[src/rtl/imem_loader.sv]
// imem_loader: byte-stream loader for the CPU instruction memory.
// Receives a LEN header (2 bytes, LSB first) followed by LEN little-endian
// 32-bit words and writes them to word addresses 0..LEN-1, then raises
// cpu_start_o. Optional macro IMEM_LOADER_ZERO_FILL_EN zeroes the rest of
// the memory (addresses LEN..2^ADDR_W-1) before starting the core.
module imem_loader #(
    parameter int unsigned ADDR_W = 8,
    parameter int unsigned LEN_W  = 16
) (
    input  logic              clk_i,
    input  logic              rst_i,
    input  logic              load_req_i,
    input  logic              byte_valid_i,
    input  logic [7:0]        byte_data_i,
    output logic              byte_ready_o,
    output logic              imem_we_o,
    output logic [ADDR_W-1:0] imem_addr_o,
    output logic [31:0]       imem_data_o,
    output logic              cpu_start_o,
    output logic              busy_o,
    output logic              done_o,
    output logic              err_o
);

    // Word index is one bit wider so a full 2^ADDR_W image can be counted.
    localparam int unsigned      IDX_W   = ADDR_W + 1;
    localparam logic [LEN_W-1:0] MAX_LEN = LEN_W'(1) << ADDR_W;

    typedef enum logic [2:0] {
        S_IDLE,
        S_HDR0,
        S_HDR1,
        S_DATA,
`ifdef IMEM_LOADER_ZERO_FILL_EN
        S_FILL,
`else
        S_LAST,
`endif
        S_DONE,
        S_ERR
    } state_e;

    state_e             state_q, state_d;
    logic [IDX_W-1:0]   idx_q, idx_d;
    logic [1:0]         cnt_q, cnt_d;
    logic [23:0]        asm_q, asm_d;
    logic [7:0]         len_lo_q, len_lo_d;
    logic [IDX_W-1:0]   len_q, len_d;

    logic               byte_ready_q, byte_ready_d;
    logic               we_q, we_d;
    logic [ADDR_W-1:0]  addr_q, addr_d;
    logic [31:0]        data_q, data_d;
    logic               start_q, start_d;
    logic               busy_q, busy_d;
    logic               done_q, done_d;
    logic               err_q, err_d;

    logic               hs;
    logic [LEN_W-1:0]   hdr_len;
    logic [IDX_W-1:0]   idx_inc;

    assign hs      = byte_valid_i & byte_ready_q;
    assign hdr_len = LEN_W'({byte_data_i, len_lo_q});
    assign idx_inc = idx_q + IDX_W'(1);

    // State and registered-output update.
    always_ff @(posedge clk_i or negedge rst_i) begin
        if (!rst_i) begin
            state_q      <= S_IDLE;
            idx_q        <= '0;
            cnt_q        <= '0;
            asm_q        <= '0;
            len_lo_q     <= '0;
            len_q        <= '0;
            byte_ready_q <= 1'b0;
            we_q         <= 1'b0;
            addr_q       <= '0;
            data_q       <= '0;
            start_q      <= 1'b0;
            busy_q       <= 1'b0;
            done_q       <= 1'b0;
            err_q        <= 1'b0;
        end else begin
            state_q      <= state_d;
            idx_q        <= idx_d;
            cnt_q        <= cnt_d;
            asm_q        <= asm_d;
            len_lo_q     <= len_lo_d;
            len_q        <= len_d;
            byte_ready_q <= byte_ready_d;
            we_q         <= we_d;
            addr_q       <= addr_d;
            data_q       <= data_d;
            start_q      <= start_d;
            busy_q       <= busy_d;
            done_q       <= done_d;
            err_q        <= err_d;
        end
    end

    // Next-state, word assembly and write generation; outputs follow state_d.
    always_comb begin
        state_d  = state_q;
        idx_d    = idx_q;
        cnt_d    = cnt_q;
        asm_d    = asm_q;
        len_lo_d = len_lo_q;
        len_d    = len_q;
        we_d     = 1'b0;
        addr_d   = addr_q;
        data_d   = data_q;

        case (state_q)
            S_IDLE: ;
            S_HDR0: begin
                if (hs) begin
                    len_lo_d = byte_data_i;
                    state_d  = S_HDR1;
                end
            end
            S_HDR1: begin
                if (hs) begin
                    if (hdr_len > MAX_LEN) begin
                        state_d = S_ERR;
                    end else begin
                        len_d = IDX_W'(hdr_len);
                        idx_d = '0;
                        cnt_d = '0;
                        if (hdr_len == '0) begin
`ifdef IMEM_LOADER_ZERO_FILL_EN
                            state_d = S_FILL;
`else
                            state_d = S_DONE;
`endif
                        end else begin
                            state_d = S_DATA;
                        end
                    end
                end
            end
            S_DATA: begin
                if (hs) begin
                    if (cnt_q == 2'd3) begin
                        we_d   = 1'b1;
                        addr_d = ADDR_W'(idx_q);
                        data_d = {byte_data_i, asm_q};
                        idx_d  = idx_inc;
                        cnt_d  = '0;
                        if (idx_inc == len_q) begin
`ifdef IMEM_LOADER_ZERO_FILL_EN
                            state_d = S_FILL;
`else
                            state_d = S_LAST;
`endif
                        end
                    end else begin
                        case (cnt_q)
                            2'd0:    asm_d[7:0]   = byte_data_i;
                            2'd1:    asm_d[15:8]  = byte_data_i;
                            default: asm_d[23:16] = byte_data_i;
                        endcase
                        cnt_d = cnt_q + 2'd1;
                    end
                end
            end
`ifdef IMEM_LOADER_ZERO_FILL_EN
            // Zero one word per cycle until the index passes the top address.
            S_FILL: begin
                if (idx_q[ADDR_W]) begin
                    state_d = S_DONE;
                end else begin
                    we_d   = 1'b1;
                    addr_d = ADDR_W'(idx_q);
                    data_d = '0;
                    idx_d  = idx_inc;
                end
            end
`else
            // Cycle carrying the final word's write strobe.
            S_LAST: state_d = S_DONE;
`endif
            S_DONE: ;
            S_ERR:  ;
            default: state_d = S_IDLE;
        endcase

        // A load request restarts from any state; a write computed above still goes out.
        if (load_req_i) begin
            state_d = S_HDR0;
            idx_d   = '0;
            cnt_d   = '0;
        end

        byte_ready_d = (state_d == S_HDR0) || (state_d == S_HDR1) || (state_d == S_DATA);
        busy_d       = (state_d != S_IDLE) && (state_d != S_DONE) && (state_d != S_ERR);
        done_d       = (state_d == S_DONE);
        start_d      = (state_d == S_DONE);
        err_d        = (state_d == S_ERR);
    end

    assign byte_ready_o = byte_ready_q;
    assign imem_we_o    = we_q;
    assign imem_addr_o  = addr_q;
    assign imem_data_o  = data_q;
    assign cpu_start_o  = start_q;
    assign busy_o       = busy_q;
    assign done_o       = done_q;
    assign err_o        = err_q;

endmodule
[config.mk]
export PLATFORM = sky130hd
export DESIGN_NAME = imem_loader
export DESIGN_NICKNAME = d
export VERILOG_FILES = /design/src/rtl/imem_loader.sv
export SDC_FILE = /design/constraint.sdc
export NUM_CORES = 1
export LEC_CHECK = 0
export CORE_MARGIN = 1
export CORE_UTILIZATION = 49
export DETAILED_ROUTE_END_ITERATION = 7
export GPL_TIMING_DRIVEN = 0
export PLACE_DENSITY = 0.75
export SLEW_MARGIN = 20
export SYNTH_ARGS = -nofsm -noshare
export SYNTH_HDL_FRONTEND = slang
export SYNTH_SLANG_ARGS = --single-unit
[constraint.sdc]
create_clock -name clk_i -period 1.9 [get_ports clk_i]
set_input_delay 0.285 -clock clk_i [delete_from_list [all_inputs] [get_ports clk_i]]
set_output_delay 0.285 -clock clk_i [all_outputs]
set_load 0.01 [all_outputs]
Word-level counts from Yosys, hierarchy flattened. Index checks and enable logic that the tools add are counted.

Logic and storage cells: 85. Register bits: 100.

Equality and inequality tests: 20. Bitwise gates (word level): 4. Reductions and logical operators: 19. Mux-type cells: 24. $lt $le $gt $ge: 1. Add/sub/neg operators: 2.

Operators with widths (count): $mux W9 (5); $mux W3 (8); $ne A3 B3 Y1 const B (6); $pmux W9 S2 (1); $gt A16 B9 Y1 const B (1); $logic_not A16 Y1 (1); $reduce_and A4 Y1 (4); $eq A3 B3 Y1 const B (5); $pmux W3 S5 (1); $eq A3 B2 Y1 const B (4); $mux W2 (5); $add A9 B1 Y9 const B (1); $eq A9 B9 Y1 (1); $eq A3 B1 Y1 const B (2); $reduce_and A3 Y1 (2); $reduce_bool A3 Y1 (2); $reduce_and A5 Y1 (1); $pmux W2 S2 (1); $logic_not A3 Y1 (1); $mux W1 (3); $not A1 Y1 (3); $reduce_or A3 Y1 (1); $add A2 B1 Y2 const B (1); $eq A2 B1 Y1 const B (1); 7 further kinds (9).

Longest topological paths before layout.
Depth after elaboration: 10. Depth in mapped cells: 9.

Least setup slack after synthesis. Ideal clock, no wire load.

Path type: register -> register. Start point: reg idx_q[1]. End point: reg busy_q (netlist: busy_o). Path buffers: 0. Library setup time: 156 ps. Data required time: 1744 ps. Cell stages (with the launch flop): 9. Arrival: 1922 ps. Slack: -178 ps. Cells stage by stage: dfrtp_1 > ha_1 > xnor2_1 > o211ai_1 > a221oi_1 > and4_1 > nand4_1 > a211oi_2 > a22oi_1.

Word-level cells in the longest chain between the ends: 10. Elaborated cells on any way between the ends: 12. Classes of those cells: 1 x add/sub; 3 x eq/ne; 5 x mux; 3 x reduce/logical.

Ends and longest elaborated chain: from (decl) (RTL line 44) `logic [IDX_W-1:0] idx_q, idx_d;`; from (signal assigned) (RTL line 86) `idx_q <= idx_d;`; $add A9 B1 Y9 * (RTL line 65) `assign idx_inc = idx_q + IDX_W'(1);`; $eq A9 B9 Y1 * (RTL line 150) `if (idx_inc == len_q) begin`; $mux W3 * (RTL line 150); $mux W3 * (RTL line 144) `if (cnt_q == 2'd3) begin`; $mux W3 * (RTL line 143) `if (hs) begin`; $pmux W3 S5 * (RTL line 114) `case (state_q)`; $mux W3 * (RTL line 189) `if (load_req_i) begin`; $ne A3 B3 Y1 / $reduce_bool A3 Y1 (equally long branches) (RTL line 196) `busy_d = (state_d != S_IDLE) && (state_d != S_DONE) && (state_d != S_ERR);`; $logic_and A1 B1 Y1 (RTL line 196); $logic_and A1 B1 Y1 * (RTL line 196); net busy_d (RTL line 55) `logic busy_q, busy_d;`; to (signal assigned) (RTL line 96) `busy_q <= busy_d;`; to (decl) (RTL line 55).

Mark *: on every way through the listed nets, which the timed path passes. The rest lies on a longest branch. A chain may end at the register's enable or synchronous reset.

Worst setup path after layout.
Start point: reg idx_q[4]. End point: reg byte_ready_q (netlist: byte_ready_o).

Word-level cells in the longest chain between the ends: 10. Elaborated cells on any way between the ends: 12. Classes of those cells: 1 x add/sub; 4 x eq/ne; 5 x mux; 2 x reduce/logical.

Ends and longest elaborated chain: $add A9 B1 Y9 * (RTL line 65); $eq A9 B9 Y1 * (RTL line 150); $mux W3 * (RTL line 150); $mux W3 * (RTL line 144); $mux W3 * (RTL line 143); $pmux W3 S5 * (RTL line 114); $mux W3 * (RTL line 189); $eq A3 B1 Y1 / $eq A3 B2 Y1 (equally long branches) (RTL line 195) `byte_ready_d = (state_d == S_HDR0) || (state_d == S_HDR1) || (state_d == S_DATA);`; $logic_or A1 B1 Y1 (RTL line 195); $logic_or A1 B1 Y1 * (RTL line 195); net byte_ready_d (RTL line 50) `logic byte_ready_q, byte_ready_d;`; to (signal assigned) (RTL line 91) `byte_ready_q <= byte_ready_d;`; to (decl) (RTL line 50).

Marks and branches as above.

==> impl.org <==
** Timing
- Worst slew pin tran :: 605.3 ps
- Fin. max-slew vios :: 0
- In this run the tightest slew margin relative to its limit is 0.5964.
- Shortest clock period the worst path allows after layout :: 2160 ps
- Highest achievable clock rate :: 463.0 MHz
- Setup slack on the critical path of the routed design comes to -260.0 ps.
- Dividing the final minimum period by the clock period gives 1.137.
- Accumulated negative setup slack :: -1448 ps
- Between clock sinks in the finished design, the worst skew comes to approximately 16 ps.
- RSZ-0062 raised after global routing :: yes
- Hold_ws :: approximately 230 ps
- Final number of hold-violating endpoints :: 0
- Setup violations remaining at the end of the flow were counted as 7.

** Drt
- After detailed routing, the average wire length per cell comes to approximately 17 um.
- Via density :: 5.549
- DR pass1 iterations :: 4
- Final ANT Viol Nets :: 0
- Total wirelength of the detailed-routed design :: ~10000 um
- After the first detailed-routing iteration, the DRC count stood at about 190.
- Via count :: 3418
- Number of design rule violations left after detail routing :: 0

** Logic synthesis
- Synth Area in XOR/XNOR :: 0.01988
- Of all flip-flops after synthesis, the portion carrying an async set or reset was 1.000.
- Share of synthesized cell area in and, or, nand and nor gates :: 0.1897
- The share of synthesized area in the top cell type comes to 0.5679.
- Area contributors post-synth :: dfrtp_1 (57%), nand2_1 (11%), mux2_2 (10%)
- Dominant register cell in the synthesized netlist :: dfrtp_1
- After synthesis, the largest family of logic cells by area is simple AND/OR/NAND/NOR gates.
- Post-Synthesis Net Count :: about 440
- Mean post-synth cell area :: 10.54 um^2
- Most numerous cell types in the synthesized netlist :: nand2_1 (130), dfrtp_1 (100), mux2_2 (39)
- Mux share of post-synthesis cell area :: 0.09966
- In this run, distinct cell masters in the synthesized netlist total between 50 and 60.
- In this run, synthesis produced a sequential element count of 100.
- The most common cell in the synthesized netlist is nand2_1.
- In the synthesized netlist, the number of instances is 418.
- Of the synthesized area, sequential elements account for 0.5679.
- The biggest area contributor in the post-synthesis netlist is dfrtp_1.
- Of the total synthesized cell area, the portion taken by full adders, half adders and majority gates is 0.01420.
- Yosys warns :: 0
- Compound-Gate Fraction of Synth Area :: 0.08404
- The mapped netlist covers 0.004407 mm^2.
- EDFF count, synth :: 0

** Power and ir drop
- The share of total power dissipated in sequential elements is 0.562.
- The worst-case IR drop observed on VDD is 0.5666 mV.
- Power spread over the standard cell area amounts to ~840 mW/mm^2.
- Of the total power, combinational logic draws 0.159.
- P_sw :: 1.373 mW
- Fraction of power spent switching nets :: 0.2890
- The analysis attributes to cell leakage a power of between 2 and 3 nW.
- Of the total power, the clock network draws 0.279.
- Int Power :: between 3 and 4 mW

** Final layout
- Post-route cell area :: 0.005673 mm^2
- In the final design database the tool counted 520 nets.
- Compared with the post-synthesis result, the final layout area differs by 28.73%.
- Count of inserted antenna diode cells :: 0
- Once layout is complete, the cells apart from fillers number 616.
- Of the cells placed in the final design, the portion with a size suffix greater than 1 is 0.2441.

** CTS
- After clock tree synthesis, the clock-pin slew on the worst setup and hold paths is 110 ps.
- Number of buffers added by the clock tree synthesis step :: 9
- Root buf cell :: clkbuf_8
- Worst skew pair latency :: 370 ps
- Counting every sink on the clock net gives 100.
- Number of levels the H-tree was split into :: 3
- TritonCTS built the clock tree.
- Maximum count of clock buffers along a single path :: 2

** GRT
- Vias in the first global route :: 3501
- Summed over all layers, the global routing overflow is 0.
- Global-route total usage across every layer :: 0.2283
- Pin count of the biggest net entering global routing :: ~80
- The first global-routing pass estimated 17100 um of wire.
- The number of antenna violations at the first check in global routing is 0.

** Die
- Starting density of the core :: 0.5053
- The initialized floorplan defines 34 standard-cell rows.
- For this design the top-level I/O count stands at 58.
- Height of the chip :: 96.84 um
- Die Outline Area :: 0.009377 mm^2
- Core region area :: 0.008721 mm^2
- The floorplan step set the die width to 96.84 um.

** Worst setup path
- The worst setup path is captured at a flop.
- Depth of the most critical reg-to-reg path :: 9
- At the worst endpoint, the arrival time is 2430 ps.
- Kind of launch point of the worst setup path :: flop
- In this run the worst path has a maximum fanout of 10.
- Critical path class :: reg2reg
- Data on the critical path is required at its endpoint by approximately 2200 ps.

** Place
- The wire-length estimate of the detail-placed layout is 6744 um.
- After detailed placement, the design holds a cell count of 583.
- Routability-driven placement finished with a final weighted congestion of 0.8792.
- Post-detailed-placement cell area :: 0.005156 mm^2
- Before CTS, the worst setup slack after placement is -893.0 ps.
- In this run the tool buffered the top-level ports with 56 buffer cells.

** Status
- The run finished, with violations left.
- The checks that failed: negative setup slack.

** Min path
- Path type of the worst min-delay path :: in2reg
- Hold Path Depth :: 3

** Flow run
- Across the run, the number of max-cap violations was 0.
[flip-flops by register name (all words and copies together) (netlist names)]
name and cells:
byte_ready_o 1, imem_addr_o 8, err_o 1, state_q 3, cnt_q 2, done_o 1, busy_o 1, len_lo_q 8
imem_we_o 1, len_q 9, asm_q 24, idx_q 9, imem_data_o 32
[layout by cell type, fill, tap and decap left out, types with 3 or more instances in the layout]
cell type and count:
nand2_1 128, dfrtp_1 96, clkdlybuf4s50_1 50, mux2_2 36, buf_4 17, nor2_1 13
o21ai_0 13, clkbuf_8 10, inv_1 9, nand3_1 8, clkbuf_1 6, xor2_1 5
a21oi_1 5, and3_1 5, o21ai_1 4, clkbuf_2 4, o31ai_1 4, ha_1 4
dfrtp_2 4, buf_2 3, xnor2_1 3, nor2b_1 3, a21oi_4 3, mux2_4 3
clkinv_4 3, buf_12 3
[worst max-delay path: stages (launching register included)]
cell	delay [ps]
dfrtp_1	350
buf_6	150
nand4_1	240
nor4b_1	360
o21ai_1	150
o311ai_2	130
nand4_1	210
a211oi_2	270
buf_4	170
a21oi_2	50
[power groups by stage]
stage / Combinational [mW] / Sequential [mW] / Clock, mW
3_3_place_gp: 0.635 / 2.64 / 0
2_1_floorplan: 0.453 / 2.60 / 0
4_1_cts: 0.713 / 2.64 / 1.35
3_5_place_dp: 0.669 / 2.66 / 0
6_report: 0.754 / 2.67 / 1.33
5_1_grt: 0.817 / 2.72 / 1.43
[layer usage]
| metal | wire, um | track usage |
|---|---|---|
| met1 | 4541 | 0.3033 |
| met2 | 5070 | 0.3554 |
| met3 | 463 | 0.03757 |
| met4 | 254 | 0.1320 |
| met5 | 0 | 0 |
[layout make-up]
cell class	count	area, um^2
Multi-Input combinational cell	292	1961
Tap cell	108	135.1
Clock buffer	10	137.6
Buffer	15	81.33
Clock inverter	6	55.05
Sequential cell	100	2507
Fill cell	663	3048
Timing Repair Buffer	75	757.0
Inverter	10	38.79
[worst paths after layout]
check	start	to	slack, ps
min in group asynchronous	rst_i	busy_o	320
setup / recovery	idx_q[4]	byte_ready_o	-260
hold reg to reg	asm_q[18]	imem_data_o[18]	470
max in group asynchronous	rst_i	imem_data_o[10]	940
setup reg to reg	idx_q[4]	byte_ready_o	-260
hold / removal	byte_data_i[5]	imem_data_o[29]	230
[timing repair]
item | CTS | global route
setup buffers | 14 | 3
pin swaps | 17 | 13
hold endpoints to repair | 23 | 0
resized for setup | 36 | 20
hold buffers | 1 | 0
setup endpoints to repair | 89 | 45
[cell families (layout without fill, tap and decap cells)]
kind of cell             after synthesis  after routing
AND/OR/NAND/NOR                      186            186
flip-flops                           100            100
AO/OA/AOI/OAI                         52             52
multiplexers                          39             39
buffers and inverters                 26            116
XOR/XNOR                              10             10
adder cells (fa/ha/maj)                5              5
[through the flow]
stage	power (mW)	util
global placement	3.272	0.5879
detailed placement	3.325	0.5912
CTS	4.695	0.6386
floorplan	3.054	-
finish	4.751	0.6505
global route	4.967	0.6505
Power figures use the tool's default switching activity.
==> variant (same flow settings) <==
Encoding of `state_e`: now one-hot (7 bits for 7 states).
--- a/src/rtl/imem_loader.sv
+++ b/src/rtl/imem_loader.sv
@@ -28,7 +28,7 @@
 
-    typedef enum logic [2:0] {
-        S_IDLE,
-        S_HDR0,
-        S_HDR1,
-        S_DATA,
+    typedef enum logic [6:0] {
+        S_IDLE = 7'b0000001,
+        S_HDR0 = 7'b0000010,
+        S_HDR1 = 7'b0000100,
+        S_DATA = 7'b0001000,
 `ifdef IMEM_LOADER_ZERO_FILL_EN
@@ -36,6 +36,6 @@
 `else
-        S_LAST,
-`endif
-        S_DONE,
-        S_ERR
+        S_LAST = 7'b0010000,
+`endif
+        S_DONE = 7'b0100000,
+        S_ERR  = 7'b1000000
     } state_e;
Function: same outputs for any inputs over 10 cycles, from zero or initial values and one cycle with rst_i low; not proved beyond that.
==> variant against the original RTL <==
The flow still finishes with violations (negative setup slack). Sequential cell count rose by 4. Critical path depth down 4. Worst setup slack gained 66 ps. Cell area grew 8.8%. Synthesized area grew 6.3%. Routed wire length is 8.7% higher. Non-clock buffer count is 11 higher.
Power is not compared: it rests on default switching activity, and its combinational part moved more than twofold at a synthesized area within 25%.
==> variant: results (changes against the original RTL) <==
largest net degree at the start of global routing=76 (-2.6%); GR Util met3=5.62% (+1.9 points); Crit-path slowest cell=or4_4; R2R Path End=len_q[6]; Syn Nets=465 (+6.9%); clock-pin transition on the worst setup and hold timing paths=110 ps (about the same); Total GRT Usage=23.4% (+0.52 points); count of final setup violators=39 (+32); failing checks=negative setup slack; most area-consuming cells after synthesis=dfrtp_1 55%, nand2_1 11%, mux2_2 7.9%; vias in the first global route=3629 (+3.7%); initial antenna violation count=0 (unchanged); Final #Nets=558 (+7.3%); CP top delay family=simple AND/OR/NAND/NOR gates; synth unique cells=49 (-11%); M1 GR Usage=31.1% (+0.78 points); crit path DAT=2350 ps (-80 ps); multiplexer share of the synthesized area=11.2% (+1.3 points); first-pass GRT wire length=18.0 mm (+5.0%); met2 Use GR=37.3% (+1.8 points); wire per inst=16.6 µm (-0.82%); Worst slew margin=53.4% (-6.2 points); Crit. End Element=flip-flop; Detailed Place HPWL=7.24 mm (+7.4%); XOR/XNOR share of the synthesized area=2.43% (+0.44 points); placed insts=634 (+8.7%); Post-Synthesis Cells=448 (+7.2%); port bufs=56 (unchanged); final wirelength=11.2 mm (+8.7%); Hold WC Path Type=in -> async; layout cell share with drive strength beyond 1=27.3% (+2.9 points); top post-synthesis cells by count=132 x nand2_1, 103 x dfrtp_1, 33 x mux2_2, 15 x nor2_1, 15 x o21ai_0; DRC marker count from the first detailed-route iteration=186 (-1.6%); Compound-Gate Fraction of Synth Area=7.21% (-1.2 points); peak supply drop=0.410 mV; pre-CTS WS=-827 ps (+66.1 ps); R2R depth=5 (-4); status=complete, but fails checks; Setup Buffers After CTS=18 (+4); total negative slack=-3840 ps (-2390 ps); clock skew=15.8 ps (+0.0922 ps); leak pwr=2.89 nW; post-synthesis adder-cell area fraction=1.34% (-0.084 points); Post-DP Area=5460 µm² (+5.9%); Seq/Total Area, Yosys=55.6% (-1.2 points); Resize count post-CTS=40 (+11%); Critical Path Fanout Max=5 (-5); ys flop type=dfrtp_1; CP startpoint=len_lo_q[5]; slowest cell delay on critical path=560 ps (+200 ps); Worst-Skew Late Latency=380 ps; Setup WS post-layout=-194 ps (+65.6 ps); TritonCTS Buffers=9 (unchanged); gpl congestion=0.837 (-4.9%); Via density=5.43 (-2.1%)
variant: worst min-delay path by stage:
stage	startpoint	to	slack (ps)	cells past startpoint
after floorplan	rst_i	asm_q[0]	-10	0
after global placement	asm_q[18]	imem_data_o[18]	440	2
after detailed placement	rst_i	imem_addr_o[7]	180	1
after CTS	rst_i	done_o	350	2
after global routing	byte_data_i[4]	imem_data_o[28]	340	3
final	rst_i	state_q[2]	340	2
variant: layout make-up:
| type | instances | area, µm² |
|---|---|---|
| timing repair buffer | 86 | 822 |
| tap | 129 | 161 |
| multi-input combinational | 316 | 2240 |
| fill | 712 | 3070 |
| buffer | 15 | 86.3 |
| clock inverter | 7 | 95.1 |
| inverter | 9 | 33.8 |
| sequential | 104 | 2610 |
| clock buffer | 9 | 124 |
variant: layer usage:
metal | share of wire (%) | wire, µm
met1 | 43 | 4880
met5 | 0 | 0
met4 | 1.6 | 183
met2 | 50 | 5620
met3 | 4.8 | 538
